File: src/rtl/jpc_pkg.sv
// Definitions shared by the fetch front end and the later stages that compare
// redirect epochs: PC-generator state encoding, address width, step, epoch width.
package jpc_pkg;

    localparam int JPC_ADDRESS_WIDTH = 32;
    localparam logic [JPC_ADDRESS_WIDTH-1:0] JPC_NULL_ADDRESS = '0;
    localparam int JPC_PC_STEP       = 4;
    localparam int JPC_EPOCH_WIDTH   = 2;
    localparam int JPC_COUNT_WIDTH   = 32;

    typedef enum logic [1:0] {
        BOOT   = 2'd0,
        RUN    = 2'd1,
        HALTED = 2'd2,
        FAULT  = 2'd3
    } pcgen_state_e;

    // Epoch after a redirect; wraps naturally at the tag width.
    function automatic logic [JPC_EPOCH_WIDTH-1:0] epoch_advance(
        input logic [JPC_EPOCH_WIDTH-1:0] epoch
    );
        return epoch + JPC_EPOCH_WIDTH'(1);
    endfunction

endpackage

File: src/rtl/jpc_counter.sv
// Free-running event counter with synchronous clear; wraps at 2^WIDTH.
module jpc_counter #(
    parameter int WIDTH = 32
) (
    input  logic             clk,
    input  logic             rst,
    input  logic             inc,
    output logic [WIDTH-1:0] count
);

    logic [WIDTH-1:0] count_reg;

    always_ff @(posedge clk) begin
        if (rst) begin
            count_reg <= '0;
        end else if (inc) begin
            count_reg <= count_reg + WIDTH'(1);
        end
    end

    assign count = count_reg;

endmodule

File: src/rtl/jpc_pcgen.sv
// Program-counter generator feeding jpc_ifetch: sequential fetch addresses,
// epoch-tagged redirects, halt/resume, sticky misaligned-redirect fault.
module jpc_pcgen
    import jpc_pkg::*;
#(
    parameter int                    ADDR_WIDTH  = JPC_ADDRESS_WIDTH,
    parameter logic [ADDR_WIDTH-1:0] RESET_PC    = JPC_NULL_ADDRESS,
    parameter int                    PC_STEP     = JPC_PC_STEP,
    parameter int                    EPOCH_WIDTH = JPC_EPOCH_WIDTH
) (
    input  logic                   clk,
    input  logic                   rst,
    output logic [ADDR_WIDTH-1:0]  pc_O,
    output logic                   pc_valid_O,
    input  logic                   pc_ready_I,
    output logic [EPOCH_WIDTH-1:0] epoch_O,
    input  logic                   redirect_valid_I,
    input  logic [ADDR_WIDTH-1:0]  redirect_pc_I,
    input  logic                   halt_I,
    output logic                   misalign_O,
    output logic [31:0]            issued_count_O
);

    localparam logic [ADDR_WIDTH-1:0] STEP = ADDR_WIDTH'(PC_STEP);

    pcgen_state_e           state_reg, state_next;
    logic [ADDR_WIDTH-1:0]  pc_reg, pc_next;
    logic [EPOCH_WIDTH-1:0] epoch_reg, epoch_next;
    logic                   valid_reg, valid_next;
    logic                   misalign_reg, misalign_next;

    logic handshake;
    logic redirect_take;
    logic target_misaligned;

    assign handshake         = valid_reg & pc_ready_I;
    assign redirect_take     = redirect_valid_I && (state_reg != FAULT);
    assign target_misaligned = (redirect_pc_I % STEP) != '0;

    always_ff @(posedge clk) begin
        if (rst) begin
            state_reg    <= BOOT;
            pc_reg       <= RESET_PC;
            epoch_reg    <= '0;
            valid_reg    <= 1'b0;
            misalign_reg <= 1'b0;
        end else begin
            state_reg    <= state_next;
            pc_reg       <= pc_next;
            epoch_reg    <= epoch_next;
            valid_reg    <= valid_next;
            misalign_reg <= misalign_next;
        end
    end

    always_comb begin
        state_next    = state_reg;
        pc_next       = pc_reg;
        epoch_next    = epoch_reg;
        misalign_next = misalign_reg;

        // A redirect flushes the offer; the old PC may still have been accepted
        // this cycle, which only the counter sees.
        if (redirect_take) begin
            pc_next    = redirect_pc_I;
            epoch_next = epoch_reg + EPOCH_WIDTH'(1);
        end else if (handshake) begin
            pc_next = pc_reg + STEP;
        end

        case (state_reg)
            BOOT, RUN, HALTED: begin
                if (redirect_take && target_misaligned) begin
                    state_next    = FAULT;
                    misalign_next = 1'b1;
                end else if (halt_I) begin
                    state_next = HALTED;
                end else begin
                    state_next = RUN;
                end
            end
            FAULT:   state_next = FAULT;
            default: state_next = BOOT;
        endcase

        // Valid is registered from the next state so it tracks RUN exactly.
        valid_next = (state_next == RUN);
    end

    jpc_counter #(
        .WIDTH (JPC_COUNT_WIDTH)
    ) u_issued_counter (
        .clk   (clk),
        .rst   (rst),
        .inc   (handshake),
        .count (issued_count_O)
    );

    assign pc_O       = pc_reg;
    assign pc_valid_O = valid_reg;
    assign epoch_O    = epoch_reg;
    assign misalign_O = misalign_reg;

endmodule

File: config.mk
export PLATFORM = sky130hd
export DESIGN_NAME = jpc_pcgen
export DESIGN_NICKNAME = d
export VERILOG_FILES = /design/src/rtl/jpc_pkg.sv /design/src/rtl/jpc_counter.sv /design/src/rtl/jpc_pcgen.sv
export SDC_FILE = /design/constraint.sdc
export NUM_CORES = 1
export LEC_CHECK = 0
export BUFFER_PORTS_ARGS = -buffer_cell sky130_fd_sc_hd__buf_2
export CAP_MARGIN = 20
export CORE_ASPECT_RATIO = 2
export CORE_UTILIZATION = 47
export DETAILED_ROUTE_END_ITERATION = 16
export GPL_TIMING_DRIVEN = 0
export PLACE_DENSITY = 0.82
export SETUP_SLACK_MARGIN = 0.4
export SKIP_LAST_GASP = 1
export SYNTH_ARGS = -nofsm -noshare
export SYNTH_HDL_FRONTEND = slang
export SYNTH_SLANG_ARGS = --single-unit
export TNS_END_PERCENT = 100
File: constraint.sdc
create_clock -name clk -period 2.5 [get_ports clk]
set_input_delay 0.75 -clock clk [delete_from_list [all_inputs] [get_ports clk]]
set_output_delay 0.75 -clock clk [all_outputs]
set_load 0.02 [all_outputs]
# Word-level counts from Yosys, hierarchy flattened
# Index checks and enable logic that the tools add are counted.
# W data, S select, Z words.
# word_totals
out_inout_bits	68
reg_bits	70
wordCells	27
in_bits	37
# classes
eq_ne	5
muxes	5
addsub	3
n_reduce_logical	7
n_bitwise	1
# op_table
cell	n
$mux W32	2
$add A32 B1 Y32 const B	1
$add A32 B3 Y32 const B	1
$reduce_bool A32 Y1	1
$eq A2 B1 Y1 const B	2
$eq A2 B2 Y1 const B	2
$mux W2	2
$pmux W2 S2	1
$reduce_or A3 Y1	1
$add A2 B1 Y2 const B	1
$logic_and A1 B1 Y1	2
$logic_not A2 Y1	1
$ne A2 B2 Y1 const B	1
$reduce_and A2 Y1	1
$reduce_bool A2 Y1	1
$and A1 B1 Y1	1

# Logic depth before layout (Yosys ltp)
# logic_depth
word_depth	6
ltp_mapped	7
ltp_nobuf	5

# Modules after synthesis
# Synthesis repeated with hierarchy kept, for this count alone.
# hier_totals
hier_cells	439
area_unflattened_um2	3699.8
# modules_own_cells
module	area_each_um2	seq_area_each_um2	n_inst	cells_per_inst
jpc_pcgen	2135.8	760.7	1	258
jpc_counter	1564.0	640.6	1	181

# Worst setup path after synthesis
# Ideal clock, no wire load.
# synth_timing
kind	input to register
from	in pc_ready_I
to	reg u_issued_counter.count_reg[31], in the netlist u_issued_counter.count[31]
t_required_ns	2.379
slack_ns	0.107
path_stages	6
path_buffers	2
setup_time_ns	0.121
arrival_time_ns	2.272
path_cell_list	buf_2 nand4_1 or4_1 clkbuf_1 nor4_1 mux2_2
# synth_between
elab_chain_cells	1
# synth_rtl
item	line_no	text
from (decl)	jpc_pcgen.sv:15	input logic pc_ready_I,
$and A1 B1 Y1	jpc_pcgen.sv:36	assign handshake = valid_reg & pc_ready_I;
to (signal assigned)	jpc_counter.sv:17	count_reg <= count_reg + WIDTH'(1);
to (decl)	jpc_counter.sv:11	logic [WIDTH-1:0] count_reg;
# No other way between the ends.
# A chain may end at the register's enable or synchronous reset.

# Worst setup path after layout
# layout_timing
from	reg pc_reg[5], in the netlist pc_O[5]
to	reg pc_reg[31], in the netlist pc_O[31]
# layout_between
elab_chain_cells	3
# layout_rtl
item	line_no	text
from (decl)	jpc_pcgen.sv:27	logic [ADDR_WIDTH-1:0] pc_reg, pc_next;
from (signal assigned)	jpc_pcgen.sv:49	pc_reg <= pc_next;
$add A32 B3 Y32	jpc_pcgen.sv:68	pc_next = pc_reg + STEP;
$mux W32	jpc_pcgen.sv:67	end else if (handshake) begin
$mux W32	jpc_pcgen.sv:64	if (redirect_take) begin
# No other way between the ends. The select of a mux whose other input is x is not followed.

==> key figures <==
Pwr
  • NetSw: 0.710 mW
  • Clk pwr share: 43.1%
  • Reg power frac: between 40% and 50%
  • Pwr Density: between 500 and 600 nW/µm²
  • VDD IR max: 0.439 mV
  • Internal Power: slightly above 2 mW
  • Lkg Pwr: between 1.5 and 2 nW
  • Switching Fraction: between 20% and 30%
  • Combinational power share: between 10% and 20%

Clocking
  • CTS Buffer Depth: 2
  • Total CTS buffers: 9
  • Cts hold-fix bufs: 0
  • # clock sinks: 70
  • Clk Latency, worst-skew pair: 0.33 ns
  • H-Tree Depth: 3
  • Root buffer cell: clkbuf_16
  • CTS tree: built
  • CTS clk-pin slew, worst paths: around 0.050 ns

Yosys
  • Number of synthesis warnings: 0
  • Register area share after synthesis: approximately 40%
  • Syn Std Cell Area: around 3500 µm²
  • Post-synthesis cell count: 430
  • Mux share of post-synthesis cell area: less than 1%
  • Async SR Flop Fraction: 0%
  • Synth Area in Compound Gates: 17.8%
  • EDFF count, synth: 0
  • Largest family of logic cells by synthesized area: simple AND/OR/NAND/NOR gates
  • Mean cell area of the mapped netlist: a little over 8 µm²
  • Number of synthesized register bits: 70
  • Syn nets: ~470
  • Simple-gate portion of the synthesized area: 30.7%
  • Yosys cell types: 35
  • Xor/xnor share of the synthesized area: 5.77%
  • Adder-Cell Fraction of Synth Area: 0.716%
  • Ys flop type: dfxtp_1

Layout
  • Most common cell after layout, fill and taps aside: buf_2
  • Seq. cell area: between 1000 and 1500 µm²
  • Layout Cells excl Fill: 648
  • Nets: between 500 and 600
  • Multi-input gate area: approximately 2100 µm²
  • FILL cells: about 640
  • Most frequent cells in the layout: buf_2 (102), dfxtp_1 (52), nor2_1 (49), nand2_1 (31), a21oi_1 (25)
  • Final design utilization: between 60% and 70%
  • Layout cells sized above 1: around a third
  • Area growth, synth to finish: 34.3%
  • Antenna Cells: 0

Floorplanning
  • Chip height: roughly 120 µm
  • I/O pin cnt: 105
  • Initial core utilization: 48.4%
  • Placeable Area: approximately 7000 µm²
  • Die ar.: 7800 µm²
  • FP Rows: 44
  • Die W: between 60 and 70 µm

Drt
  • Remaining DRCs: 0
  • WL/cell: around 17 µm
  • Final Routed Wirelength: 10.9 mm
  • Drt pass-1 iters: 5
  • Routed vias/inst: approximately 6.1
  • Via count: between 3000 and 4000
  • Detail Route Antenna Nets: 0
  • DR iter-0 viols: between 200 and 300

STA
  • RSZ-0062 raised after global routing: yes
  • Max-slew violation count: 0
  • Endpoints failing setup: 0
  • Worst Skew: between 0.004 and 0.005 ns
  • Fin crit share: between 80% and 90%
  • Slew HR: a little under three fifths
  • Final Hold Viols: 0
  • Post-route setup slack: approximately 0.43 ns
  • Worst-Margin Slew: about 0.65 ns
  • Highest clock rate: around 480 MHz
  • TNS Setup: 0 ns
  • Post-layout minimum cycle time: ~2.1 ns

Placement
  • Post-DP HPWL: 7.67 mm
  • Placed cells: ~620
  • IO Port Bufs: ~100
  • Gp weighted congestion: between 0.8 and 0.9
  • Pre-CTS setup slack: -0.120 ns

Global route
  • Initial antenna violation count: 0
  • Number of global-route vias before repair: approximately 3600
  • Gr usage total: 27.2%
  • Largest net degree at the start of global routing: 11
  • First-pass GRT wire length: 16.5 mm
  • GRT Residual Overflow: 0

Worst setup path
  • CP Capture Type: flop
  • Crit-path cells: nand4_1 -> buf_4 -> or4_1 -> buf_6 -> or4_4 -> nand3_2
  • Critical path arrival: approximately 2.3 ns
  • CP max stage cell: or4_1
  • Required time worst endpoint: approximately 2.8 ns
  • Crit path kind: flop to flop
  • CP Max Fanout: 5
  • Slowest stage delay, CP: around 0.53 ns
  • Startpoint types: flop

Min path
  • Class of the worst hold path: flop to flop

Run status
  • Outcome: finished clean

Run
  • Max-cap violations: 0
repair_timing:
item,CTS,global route
setup buffers,2,8
pin swaps,5,14
cloned,0,0
endpoints found under the setup margin,25,30
gates resized for setup,12,46
hold endpoints to repair,0,0
area by class of cell:
class                           instances  area share (%)
Buffer                                 26            3.39
Multi-Input combinational cell        321            43.9
Clock buffer                           13            5.76
Clock inverter                          1           0.107
Timing Repair Buffer                  112            12.5
Sequential cell                        70            30.8
Tap cell                               92            2.45
Inverter                               13            1.04
layer usage:
layer / GRT usage (%) / wire length [µm] / vias up / share of wire [%]
met2: 50.6 / 5870 / 189 / 54
met4: 17.0 / 399 / 0 / 3.7
li1: - / - / 1871 / -
met1: 26.9 / 3980 / 1872 / 37
met5: 0 / 0 / - / 0
met3: 5.68 / 651 / 33 / 6.0
final timing paths:
kind / from / endpoint / slack, ns / depth (start not counted)
setup reg to reg: pc_O[5] / pc_O[31] / 0.43 / 6
hold reg to reg: pc_O[1] / pc_O[1] / 0.46 / 2
setup / recovery: pc_O[5] / pc_O[31] / 0.43 / 6
hold / removal: pc_O[1] / pc_O[1] / 0.46 / 2
worst max-delay path, delay by kind of cell, from the launching register on:
kind                   cells  cell delay, ns
DFF                        1            0.37
and+or+nand+nor            4            1.30
buffers and inverters      2            0.34
through the flow:
| stage | power, mW | area (µm²) | hold slack (ns) |
|---|---|---|---|
| after floorplan | 1.43 | 3530 | 0.535 |
| after global placement | 1.55 | 4150 | 0.438 |
| after detailed placement | 1.56 | 4150 | 0.448 |
| after CTS | 2.74 | 4490 | 0.454 |
| after global routing | 2.83 | 4690 | 0.466 |
| final | 2.74 | 4690 | 0.456 |
cells in the mapped netlist, drive strengths merged (7+ instances only):
| cell type | instances | area share [%] |
|---|---|---|
| buf | 9 | 1.3 |
| a311oi | 13 | 3.3 |
| a211oi | 14 | 3.0 |
| a21oi | 25 | 3.6 |
| o31ai | 20 | 4.3 |
| dfxtp | 70 | 40 |
| xor2 | 7 | 1.8 |
| nand2 | 32 | 3.4 |
| and4 | 7 | 1.8 |
| or3 | 16 | 2.9 |
| o21ai | 13 | 1.9 |
| nor2 | 49 | 5.3 |
| nand3 | 23 | 3.3 |
| xnor2 | 16 | 4.0 |
| or4 | 28 | 6.0 |
| nor4 | 13 | 2.3 |
| nor3 | 9 | 1.3 |
| inv | 13 | 1.4 |
| clkbuf | 17 | 1.8 |
| nand4 | 17 | 3.0 |
logic make-up after synthesis:
logic type | Yosys count
buffers and inverters | 39
adder cells (fa/ha/maj) | 2
multiplexers | 1
AND/OR/NAND/NOR | 202
AO/OA/AOI/OAI | 93
flip-flops | 70
XOR/XNOR | 23
power by group through the flow:
stage,Clock [mW],Combinational [mW],Sequential [mW]
5_1_grt,1.24,0.351,1.24
6_report,1.18,0.322,1.24
3_3_place_gp,0,0.297,1.25
3_5_place_dp,0,0.303,1.26
2_1_floorplan,0,0.131,1.30
4_1_cts,1.20,0.305,1.24
(Power assumes the default switching activity.)
